==> config.mk <==
export PLATFORM = sky130hd
export DESIGN_NAME = id_ex_stage
export DESIGN_NICKNAME = d
export VERILOG_FILES = /design/src/rtl/id_ex_stage_pkg.sv /design/src/rtl/id_ex_stage_hazard_detection_unit.sv /design/src/rtl/id_ex_stage.sv
export SDC_FILE = /design/constraint.sdc
export NUM_CORES = 1
export LEC_CHECK = 0
export ABC_AREA = 1
export CORE_MARGIN = 3
export CORE_UTILIZATION = 43
export CTS_CLUSTER_DIAMETER = 200
export CTS_CLUSTER_SIZE = 28
export DETAILED_ROUTE_END_ITERATION = 8
export PLACE_DENSITY = 0.92
export SYNTH_ARGS = -nofsm -noshare
export SYNTH_HDL_FRONTEND = slang
export SYNTH_SLANG_ARGS = --single-unit
==> constraint.sdc <==
create_clock -name clk -period 2.63 [get_ports clk]
set_input_delay 0.3945 -clock clk [delete_from_list [all_inputs] [get_ports clk]]
set_output_delay 0.3945 -clock clk [all_outputs]
set_load 0.02 [all_outputs]
==> src/rtl/id_ex_stage_pkg.sv <==
// id_ex_stage_pkg: shared encodings and control-bundle layout for the ID/EX stage
package id_ex_stage_pkg;
  localparam int REG_W = 5;
  localparam logic [REG_W-1:0] REG_ZERO = 5'd0;
  typedef enum logic [3:0] {
    ALU_ADD = 4'd0,
    ALU_SUB = 4'd1,
    ALU_AND = 4'd2,
    ALU_OR  = 4'd3,
    ALU_XOR = 4'd4,
    ALU_NOR = 4'd5,
    ALU_SLT = 4'd6,
    ALU_SLL = 4'd7,
    ALU_SRL = 4'd8,
    ALU_SRA = 4'd9,
    ALU_LUI = 4'd10
  } alu_op_e;
  typedef struct packed {
    logic       reg_write;
    logic       mem_read;
    logic       mem_write;
    logic       mem_to_reg;
    logic       alu_src;
    logic       reg_dst;
    logic       jal;
    logic [3:0] alu_op;
  } ctrl_t;
  typedef struct packed {
    logic [REG_W-1:0] rs;
    logic [REG_W-1:0] rt;
    logic [REG_W-1:0] rd;
  } idx_t;
endpackage

==> src/rtl/id_ex_stage_hazard_detection_unit.sv <==
// hazard_detection_unit: combinational load-use detection with flush override
module hazard_detection_unit
  import id_ex_stage_pkg::*;
(
  input  logic             ex_mem_read,
  input  logic [REG_W-1:0] ex_rt,
  input  logic [REG_W-1:0] id_rs,
  input  logic [REG_W-1:0] id_rt,
  input  logic             flush,
  output logic             stall,
  output logic             pc_write,
  output logic             if_id_write
);
  assign stall       = ex_mem_read && (ex_rt != REG_ZERO) && (ex_rt == id_rs || ex_rt == id_rt) && !flush;
  assign pc_write    = !stall;
  assign if_id_write = !stall;
endmodule

==> src/rtl/id_ex_stage.sv <==
// id_ex_stage: ID/EX pipeline register with load-use bubble insertion and stall counter
module id_ex_stage
  import id_ex_stage_pkg::*;
#(
  parameter int N     = 32,
  parameter int CNT_W = 16
) (
  input  logic             clk,
  input  logic             reset,
  input  logic [REG_W-1:0] IF_ID_Rs,
  input  logic [REG_W-1:0] IF_ID_Rt,
  input  logic [REG_W-1:0] IF_ID_Rd,
  input  logic [N-1:0]     ReadData1,
  input  logic [N-1:0]     ReadData2,
  input  logic [N-1:0]     SignExtImm,
  input  logic [N-1:0]     PC4,
  input  logic             RegWrite_i,
  input  logic             MemRead_i,
  input  logic             MemWrite_i,
  input  logic             MemtoReg_i,
  input  logic             ALUSrc_i,
  input  logic             RegDst_i,
  input  logic             Jal_i,
  input  logic [3:0]       ALUOp_i,
  input  logic             Flush,
  output logic [REG_W-1:0] ID_EX_Rs,
  output logic [REG_W-1:0] ID_EX_Rt,
  output logic [REG_W-1:0] ID_EX_Rd,
  output logic [N-1:0]     ID_EX_ReadData1,
  output logic [N-1:0]     ID_EX_ReadData2,
  output logic [N-1:0]     ID_EX_Imm,
  output logic [N-1:0]     ID_EX_PC4,
  output logic             ID_EX_RegWrite,
  output logic             ID_EX_MemRead,
  output logic             ID_EX_MemWrite,
  output logic             ID_EX_MemtoReg,
  output logic             ID_EX_ALUSrc,
  output logic             ID_EX_RegDst,
  output logic             ID_EX_Jal,
  output logic [3:0]       ID_EX_ALUOp,
  output logic             PCWrite,
  output logic             IF_ID_Write,
  output logic             Stall,
  output logic [CNT_W-1:0] StallCount
);
  ctrl_t          ctrl_q;
  idx_t           idx_q;
  logic [N-1:0]   rd1_q, rd2_q, imm_q, pc4_q;
  logic           bubble;
  hazard_detection_unit u_hdu (
    .ex_mem_read (ctrl_q.mem_read),
    .ex_rt       (idx_q.rt),
    .id_rs       (IF_ID_Rs),
    .id_rt       (IF_ID_Rt),
    .flush       (Flush),
    .stall       (Stall),
    .pc_write    (PCWrite),
    .if_id_write (IF_ID_Write)
  );
  assign bubble = Flush || Stall;
  // Latch the ID bundle, or zero everything so a bubble can never write or forward
  always_ff @(posedge clk or negedge reset) begin
    if (!reset) begin
      ctrl_q     <= '0;
      idx_q      <= '0;
      rd1_q      <= '0;
      rd2_q      <= '0;
      imm_q      <= '0;
      pc4_q      <= '0;
      StallCount <= '0;
    end else begin
      ctrl_q     <= bubble ? '0 : {RegWrite_i, MemRead_i, MemWrite_i, MemtoReg_i, ALUSrc_i, RegDst_i, Jal_i, ALUOp_i};
      idx_q      <= bubble ? '0 : {IF_ID_Rs, IF_ID_Rt, IF_ID_Rd};
      rd1_q      <= bubble ? '0 : ReadData1;
      rd2_q      <= bubble ? '0 : ReadData2;
      imm_q      <= bubble ? '0 : SignExtImm;
      pc4_q      <= bubble ? '0 : PC4;
      StallCount <= (Stall && StallCount != '1) ? StallCount + CNT_W'(1) : StallCount;
    end
  end
  assign ID_EX_Rs        = idx_q.rs;
  assign ID_EX_Rt        = idx_q.rt;
  assign ID_EX_Rd        = idx_q.rd;
  assign ID_EX_ReadData1 = rd1_q;
  assign ID_EX_ReadData2 = rd2_q;
  assign ID_EX_Imm       = imm_q;
  assign ID_EX_PC4       = pc4_q;
  assign ID_EX_RegWrite  = ctrl_q.reg_write;
  assign ID_EX_MemRead   = ctrl_q.mem_read;
  assign ID_EX_MemWrite  = ctrl_q.mem_write;
  assign ID_EX_MemtoReg  = ctrl_q.mem_to_reg;
  assign ID_EX_ALUSrc    = ctrl_q.alu_src;
  assign ID_EX_RegDst    = ctrl_q.reg_dst;
  assign ID_EX_Jal       = ctrl_q.jal;
  assign ID_EX_ALUOp     = ctrl_q.alu_op;
endmodule

# [Yosys cells after proc, flatten, opt, wreduce, memory -nomap -nowiden]
# Cells that the tools add are included.
[classes] n_addsub=1 n_eq_ne=3 n_mux=6 n_reduce_logical=9
[ops] cell="32-bit two-way mux" n=4
[ops] cell="16-bit by 1-bit adder with 16-bit output, second input constant" n=1
[ops] cell="16-bit inequality test, second input constant" n=1
[ops] cell="15-bit two-way mux" n=1
[ops] cell="11-bit two-way mux" n=1
[ops] cell="5-bit == test" n=2
[ops] cell="5-bit nonzero test" n=1
[ops] cell="1-bit logical AND" n=4
[ops] cell="1-bit logical NOT" n=2
[ops] cell="1-bit logical OR" n=2
[totals] ff_bits=170 inputBits=157 output_inout_bits=173 wordCells=35

# [Longest topological paths before layout]
# Gate-level depths: netlist (run 1).
[depth] ltp_word=6 ltp_mapped=11 ltp_nobuf=10

# [Modules after synthesis]
# From an unflattened synthesis (run 1), not the netlist that was laid out.
[hier_totals] cells_unflattened=691 hier_area_um2=6475.0
[modules_own_cells] mod="id_ex_stage" n_inst=1 cells_each=641 area_each_um2=6228.5 seq_area_each_um2=4254.1
[modules_own_cells] mod="hazard_detection_unit" n_inst=1 cells_each=50 area_each_um2=246.5 seq_area_each_um2=0.0

# [Worst setup path after synthesis (run 1)]
# Ideal clock, no wire load.
[synth_timing] path_type="reg-to-output" from="register idx_q, in the netlist ID_EX_Rt[3]" to="output PCWrite" t_arrival_ps=1333 required_ps=2236 setup_slack_ps=903 path_stages_with_launch=9 path_buffers=1 path_cell_list="dfrtp_1 inv_1 nand2_1 nand2_1 nor2_1 nand3_1 nand2_1 nand3_2 buf_4"
[synth_via] elab_chain_cells=5 word_cells_on_any_way=8 cone_classes="eq/ne: 2; reduce/logical: 6"
[synth_rtl] item="start, declared" line_no="id_ex_stage.sv:47" text="idx_t idx_q;"
[synth_rtl] item="start signal, assigned" line_no="id_ex_stage.sv:73" text="idx_q <= bubble ? '0 : {IF_ID_Rs, IF_ID_Rt, IF_ID_Rd};"
[synth_rtl] item="5-bit == test or 5-bit nonzero test (tied branches)" line_no="id_ex_stage_hazard_detection_unit.sv:14" text="assign stall = ex_mem_read && (ex_rt != REG_ZERO) && (ex_rt == id_rs || ex_rt == id_rt) && !flush;"
[synth_rtl] item="1-bit logical OR or 1-bit logical AND (tied branches)" line_no="id_ex_stage_hazard_detection_unit.sv:14"
[synth_rtl] item="1-bit logical AND (*) (2 in a row)" line_no="id_ex_stage_hazard_detection_unit.sv:14"
[synth_rtl] item="1-bit logical NOT (*)"
[synth_rtl] item="end, declared" line_no="id_ex_stage.sv:41" text="output logic PCWrite,"
# Mark *: on every way between the ends. The rest lies on a longest branch, timed or not.

# [Final worst setup path (run 1)]
[layout_timing] from="register idx_q, in the netlist ID_EX_Rt[3]" to="output Stall"
[layout_via] elab_chain_cells=4 word_cells_on_any_way=7 cone_classes="eq/ne: 2; reduce/logical: 5"
[layout_rtl] item="5-bit == test or 5-bit nonzero test (tied branches)" line_no="id_ex_stage_hazard_detection_unit.sv:14"
[layout_rtl] item="1-bit logical OR or 1-bit logical AND (tied branches)" line_no="id_ex_stage_hazard_detection_unit.sv:14"
[layout_rtl] item="1-bit logical AND (*) (2 in a row)" line_no="id_ex_stage_hazard_detection_unit.sv:14"
[layout_rtl] item="end, declared" line_no="id_ex_stage.sv:43" text="output logic Stall,"
# Marked as above.

==> results of run 1 <==
## metrics by stage
| step | hold slack (ns) | worst slack [ns] |
|---|---|---|
| detailed placement | 0.369 | 0.0583 |
| global placement | 0.368 | 0.0862 |
| global route | 0.473 | 0.151 |
| CTS | 0.466 | 0.0622 |
| finish | 0.485 | 0.286 |
| floorplan | 0.0989 | 0.903 |
## flip-flops by register name (all words and copies together) (netlist names), 4 cells and up
name / flops
ID_EX_PC4: 32
StallCount: 16
ID_EX_Rd: 5
ID_EX_Imm: 32
ID_EX_ReadData1: 32
ID_EX_Rt: 5
ID_EX_Rs: 5
ID_EX_ALUOp: 4
ID_EX_ReadData2: 32
## what timing repair did
action | 4_1_cts | 5_1_grt
hold buffers | 1 | 0
pin swaps | 0 | 0
resized for setup | 1 | 2
endpoints found under the setup margin | 1 | 2
hold endpoints to repair | 45 | 0
## worst max-delay path by stage
| stage | startpoint | cells past startpoint | end |
|---|---|---|---|
| 3_5_place_dp | IF_ID_Rt[3] | 10 | Stall |
| 2_1_floorplan | ID_EX_Rt[3]$_DFF_PN0_ | 8 | PCWrite |
| 6_report | ID_EX_Rt[3]$_DFF_PN0_ | 9 | Stall |
| 3_3_place_gp | IF_ID_Rs[2] | 7 | Stall |
| 4_1_cts | ID_EX_Rt[3]$_DFF_PN0_ | 8 | IF_ID_Write |
| 5_1_grt | ID_EX_Rt[3]$_DFF_PN0_ | 9 | Stall |
## synth_stat cells, drive strengths merged
cell	count
xor2	9
inv	168
buf	19
ha	1
nand3b	1
xnor2	7
nor2	173
nor3	3
dfrtp	170
nand3	7
nand4	5
nand2	88
o21ai	1
## power breakdown
part	internal, W	switching [W]
Sequential	0.00275	0.0000523
Clock	0.00163	0.000998
Combinational	0.000510	0.000477
Total	0.00489	0.00153
## layout make-up
cell class                      instances  share of cell area [%]
Tap cell                              180                    2.16
Multi-Input combinational cell        295                    12.0
Inverter                              168                    6.04
Clock inverter                          8                    1.26
Timing Repair Buffer                  339                    32.9
Clock buffer                           24                    4.81
Sequential cell                       170                    40.8
## cell families (layout without fill, tap and decap cells)
kind of cell	Yosys count	after routing	synth area share (%)
AOI/OAI and AO/OA	1	1	0.0795
adders and majority gates	1	1	0.199
DFF	170	170	67.7
buffers and inverters	187	539	12.4
xor gates and xnor gates	16	16	2.23
and+or+nand+nor	277	277	17.4
## worst register-to-register path, cell delays in order, from the launching register on
cell and delay (ns):
dfrtp_1 0.45, inv_1 0.13, nand2_1 0.08, nand2_1 0.05
nor2_1 0.13, nand3_1 0.08, nand2_1 0.10, nand3_2 0.11
buf_4 0.16, nor2_4 0.29, nand2_1 0.11, nand2_1 0.09
## layer usage
| layer | vias up | share of wire [%] |
|---|---|---|
| met1 | 2448 | 34 |
| met4 | 0 | 2.4 |
| li1 | 2491 | - |
| met3 | 32 | 9.5 |
| met2 | 247 | 54 |
| met5 | - | 0 |
## cells in the final DEF, fill, tap and decap left out
cell,synthesis,routed
dlygate4sd3_1,0,1
clkbuf_8,0,5
o21ai_0,1,1
clkbuf_16,0,17
nand3b_1,1,1
nor2_1,172,172
nand2_1,87,87
clkinv_4,0,1
nor2_4,1,1
inv_6,0,2
xnor2_1,7,7
nand2_4,0,1
buf_6,8,1
xor2_1,9,9
clkbuf_1,0,2
nor3_1,2,2
ha_1,1,1
buf_12,0,5
inv_1,167,167
nand4_1,4,4
clkinvlp_4,0,2
inv_2,1,1
clkdlybuf4s50_1,0,325
dlygate4sd2_1,0,1
nand4_2,1,1
bufinv_16,0,3
nor3_2,1,1
nand3_2,1,1
dlymetal6s2s_1,0,2
buf_4,2,4
dfrtp_1,170,170
nand3_1,6,6
==> results.sh, run 1 <==
export IMPL_outcome="complete, no violations"
export IMPL_drc_errors=0
export IMPL_drive_above_1_share_pct=4.58
export IMPL_tritoncts="yes"
export IMPL_setup_violations_final=0
export IMPL_dr_total_vias=5218
export IMPL_final_util_pct=74.1
export IMPL_power_leakage_nw=5.35
export IMPL_cp_end_kind="output pin"
export IMPL_grt_usage_pct=23.7
export IMPL_reg2reg_slack_ns=0.77
export IMPL_vias_per_cell=4.41
export IMPL_cap_violations=0
export IMPL_crit_chain="inv_1 > nand2_1 > nand2_1 > nor2_1 > nand3_1 > nand2_1 > nand3_2 > inv_1 > dlygate4sd2_1"
export IMPL_grt_pass1_wl_um=29000
export IMPL_cts_root_buffer="clkbuf_16"
export IMPL_initial_core_util_pct=44.6
export IMPL_placed_area_sq_mm=0.00979
export IMPL_synth_area_leader_cell="dfrtp_1"
export IMPL_cts_buffers=17
export IMPL_antenna_found_initial=0
export IMPL_cts_sinks=170
export IMPL_tightest_slew_ns=0.467
export IMPL_grt_overflow_total=0
export IMPL_ir_drop_mv=0.391
export IMPL_crit_fanout=4
export IMPL_cp_common_cell="nand2_1"
export IMPL_syn_to_final_growth_pct=66.0
export IMPL_postRouteAntennaNets=0
export IMPL_stdcell_area_sq_mm=0.0104
export IMPL_maxClockFrequency_mhz=427
export IMPL_cts_path_max_buffers=2
export IMPL_synth_seq_area_share_pct=67.7
export IMPL_period_needed_ns=2.34
export IMPL_r2r_end="StallCount[11]$_DFFE_PN0P_"
export IMPL_routed_wl_um=18600
export IMPL_worstPathArrival_ns=1.95
export IMPL_rows=43
export IMPL_grt_pass1_vias=5468
export IMPL_die_area_sq_mm=0.0161
export IMPL_fin_setup_tns_ns=0
export IMPL_ys_ff_latch=170
export IMPL_hold_path_startpoint="PC4[26]"
export IMPL_syn_area_sq_mm=0.00629
export IMPL_io_pins=330
export IMPL_min_path_type="input port to register"
export IMPL_routedWlPerCell_um=15.7
export IMPL_use_met2_pct=43.6
export IMPL_fin_worst_skew_ns=0.00781
export IMPL_coreArea_sq_mm=0.0141
export IMPL_die_h_um=127
export IMPL_grt_max_degree=56
export IMPL_layout_cells_non_filler=1184
export IMPL_dpl_hpwl_um=14400
export IMPL_fp_dieW_um=127
export IMPL_worst_endpoint_required_ns=2.24
export IMPL_p_total_w=0.00642
export IMPL_fillers=923
export IMPL_clk_latency_ns=0.42
export IMPL_ys_types=21
export IMPL_synthTopCellsByArea="dfrtp_1 (68%), nor2_1 (10%), inv_1 (10%), nand2_1 (5.2%), buf_6 (1.4%)"
export IMPL_cts_htree_levels=4
export IMPL_drv_slew=0
export IMPL_reg2reg_from="ID_EX_Rt[3]$_DFF_PN0_"
export IMPL_powerDensity_mw_per_mm2=615
export IMPL_start_kind="register"
export IMPL_min_to="ID_EX_PC4[26]$_DFF_PN0_"
export IMPL_portBuffers=329
export IMPL_gp_congestion=0.851
export IMPL_dp_cells=1151
export IMPL_cp_slowest_cell="dfrtp_1"
export IMPL_seq_area_sq_mm=0.00425
export IMPL_max_stage_delay_ns=0.45
export IMPL_slew_headroom_pct=68.9
export IMPL_yosys_warnings=0
export IMPL_drtIter0Drc=232
export IMPL_postCtsSetupBuffers=0
export IMPL_synthesis_nets=810
export IMPL_r2r_cells=11
export IMPL_nNetsFinal=1149
export IMPL_period_share_pct=89.1
export IMPL_critPathKind="register to output pin"
export IMPL_grtUsageMet1_pct=24.2
export IMPL_syn_avg_cell_area_sq_um=9.64
export IMPL_rsz0062_at_grt="false"
export IMPL_multi_input_area_sq_mm=0.00126
export IMPL_clk_pin_slew_ns=0.06
export IMPL_synth_top_area_share_pct=67.7
export IMPL_path_buf_inv=3
export IMPL_worstHoldPathCells=3
export IMPL_crit_family="simple AND/OR/NAND/NOR gates"
export IMPL_dr_pass1_iters=4
export IMPL_num_antenna_cells=0
export IMPL_met3_usage_pct=9.05
export IMPL_hold_viol=0
export IMPL_top_usage_layer="met2"
export IMPL_synthCells=652
Note: power is estimated with default switching activity, not from simulation.
==> run 2: changes to the inputs <==
Settings changed: CORE_AREA set to 3 3 126 128, CORE_MARGIN 3 to not set, CORE_UTILIZATION 43 to not set, DIE_AREA set to 0 0 129 131, DONT_BUFFER_PORTS set to 1, PLACE_DENSITY 0.92 to 0.62.
==> results.sh, run 2 (synthesized netlist as in run 1, its figures left out) <==
export IMPL_outcome="complete, but fails checks"
export IMPL_violations="hold timing"
export IMPL_dpl_hpwl_um=10600
export IMPL_drive_above_1_share_pct=5.71
export IMPL_grt_overflow_total=0
export IMPL_clk_latency_ns=0.42
export IMPL_critPathKind="register to output pin"
export IMPL_whs_ns=-0.339
export IMPL_min_path_type="input port to async pin"
export IMPL_cap_violations=0
export IMPL_slew_headroom_pct=69.8
export IMPL_dr_pass1_iters=4
export IMPL_setup_violations_final=0
export IMPL_vias_per_cell=4.58
export IMPL_grt_usage_pct=16.3
export IMPL_cp_end_kind="output pin"
export IMPL_routed_wl_um=14200
export IMPL_nNetsFinal=812
export IMPL_coreArea_sq_mm=0.0150
export IMPL_path_buf_inv=2
export IMPL_grt_pass1_wl_um=20900
export IMPL_final_common_cell="nor2_1"
export IMPL_maxClockFrequency_mhz=429
export IMPL_antenna_found_initial=0
export IMPL_crit_family="simple AND/OR/NAND/NOR gates"
export IMPL_worstPathArrival_ns=1.94
export IMPL_reg2reg_slack_ns=0.71
export IMPL_die_h_um=131
export IMPL_final_util_pct=46.6
export IMPL_start_kind="register"
export IMPL_crit_chain="inv_1 > nand2_1 > nand2_1 > nor2_1 > nand3_1 > nand2_1 > nand3_4 > inv_1"
export IMPL_r2r_end="StallCount[0]$_DFFE_PN0P_"
export IMPL_p_total_w=0.00557
export IMPL_tightest_slew_ns=0.453
export IMPL_cts_htree_levels=4
export IMPL_cts_root_buffer="clkbuf_16"
export IMPL_hold_viol=170
export IMPL_fp_dieW_um=129
export IMPL_reg2reg_from="StallCount[0]$_DFFE_PN0P_"
export IMPL_seq_area_sq_mm=0.00425
export IMPL_dr_total_vias=3911
export IMPL_layout_common_cells="nor2_1 (172), dfrtp_1 (170), inv_1 (167), nand2_1 (87), clkbuf_16 (17)"
export IMPL_power_leakage_nw=4.02
export IMPL_portBuffers=0
export IMPL_clk_pin_slew_ns=0.07
export IMPL_multi_input_area_sq_mm=0.00126
export IMPL_drc_errors=0
export IMPL_grt_pass1_vias=3951
export IMPL_max_stage_delay_ns=0.50
export IMPL_drtIter0Drc=160
export IMPL_rsz0062_at_grt="false"
export IMPL_worst_endpoint_required_ns=2.24
export IMPL_postRouteAntennaNets=0
export IMPL_cts_buffers=17
export IMPL_r2r_cells=7
export IMPL_grt_max_degree=171
export IMPL_fin_setup_tns_ns=0
export IMPL_powerDensity_mw_per_mm2=798
export IMPL_routedWlPerCell_um=16.6
export IMPL_drv_slew=0
export IMPL_fin_worst_skew_ns=0.0114
export IMPL_crit_fanout=4
export IMPL_num_antenna_cells=0
export IMPL_period_needed_ns=2.33
export IMPL_rows=45
export IMPL_fillers=1394
export IMPL_cts_path_max_buffers=2
export IMPL_die_area_sq_mm=0.0169
export IMPL_cp_slowest_cell="dfrtp_1"
export IMPL_ir_drop_mv=0.378
export IMPL_initial_core_util_pct=42.0
export IMPL_syn_to_final_growth_pct=11.1
export IMPL_cts_sinks=170
export IMPL_cp_common_cell="nand2_1"
export IMPL_gp_congestion=0.863
export IMPL_io_pins=330
export IMPL_period_share_pct=88.7
export IMPL_tritoncts="yes"
-- run 2: changes by cell type in the layout (fill, tap and decap cells not counted), sizes merged --
cell / delta
dlygate4sd3: -1
inv: +2
bufinv: -2
dlymetal6s2s: -2
clkbuf: -5
dlygate4sd2: -1
buf: -8
clkdlybuf4s50: -325
clkinvlp: +2
clkinv: +2
-- run 2: timing repair --
item / in CTS / in global routing
setup buffers: 0 / 0
endpoints found under the hold margin: 170 / 170
gates resized for setup: 0 / 1
endpoints found under the setup margin: 0 / 1
-- run 2: routing by layer --
metal | vias to the layer above | wire, um | GRT usage (%)
met5 | - | 0 | 0
met4 | 0 | 316 | 6.73
met3 | 27 | 1490 | 7.68
met2 | 199 | 7370 | 27.5
met1 | 1869 | 4980 | 17.6
li1 | 1816 | - | -
-- run 2: layout make-up --
class / count / area share [%]
Sequential cell: 170 / 60.9
Clock buffer: 19 / 6.34
Tap cell: 188 / 3.37
Inverter: 168 / 9.03
Clock inverter: 12 / 1.67
Multi-Input combinational cell: 295 / 18.1
Timing Repair Buffer: 2 / 0.573
-- run 2: worst max path at each step --
stage / end / from / slack, ns / depth (start not counted)
5_1_grt: Stall / ID_EX_Rt[1]$_DFF_PN0_ / 0.1 / 8
2_1_floorplan: PCWrite / ID_EX_Rt[3]$_DFF_PN0_ / 0.90 / 8
3_5_place_dp: Stall / ID_EX_Rt[1]$_DFF_PN0_ / 0.61 / 8
3_3_place_gp: Stall / ID_EX_Rt[4]$_DFF_PN0_ / 0.63 / 8
6_report: Stall / ID_EX_Rt[1]$_DFF_PN0_ / 0.30 / 8
4_1_cts: Stall / ID_EX_Rt[1]$_DFF_PN0_ / 0.15 / 8
-- run 2: power breakdown --
part           switching, W  leakage (nW)  internal [W]
clock network       0.00103         0.264       0.00134
registers          0.000254          2.21       0.00275
logic              0.000134          1.55     0.0000726
total               0.00142          4.02       0.00416
-- run 2: metrics by stage --
step / setup WS (ns) / hold slack, ns / cells / instance area, sq um
2_1_floorplan: 0.903 / 0.0989 / 652 / 6290
3_3_place_gp: 0.628 / 0.104 / 823 / 6420
3_5_place_dp: 0.607 / 0.103 / 823 / 6420
4_1_cts: 0.150 / -0.354 / 854 / 6980
5_1_grt: 0.0971 / -0.369 / 854 / 6980
6_report: 0.298 / -0.339 / 854 / 6980
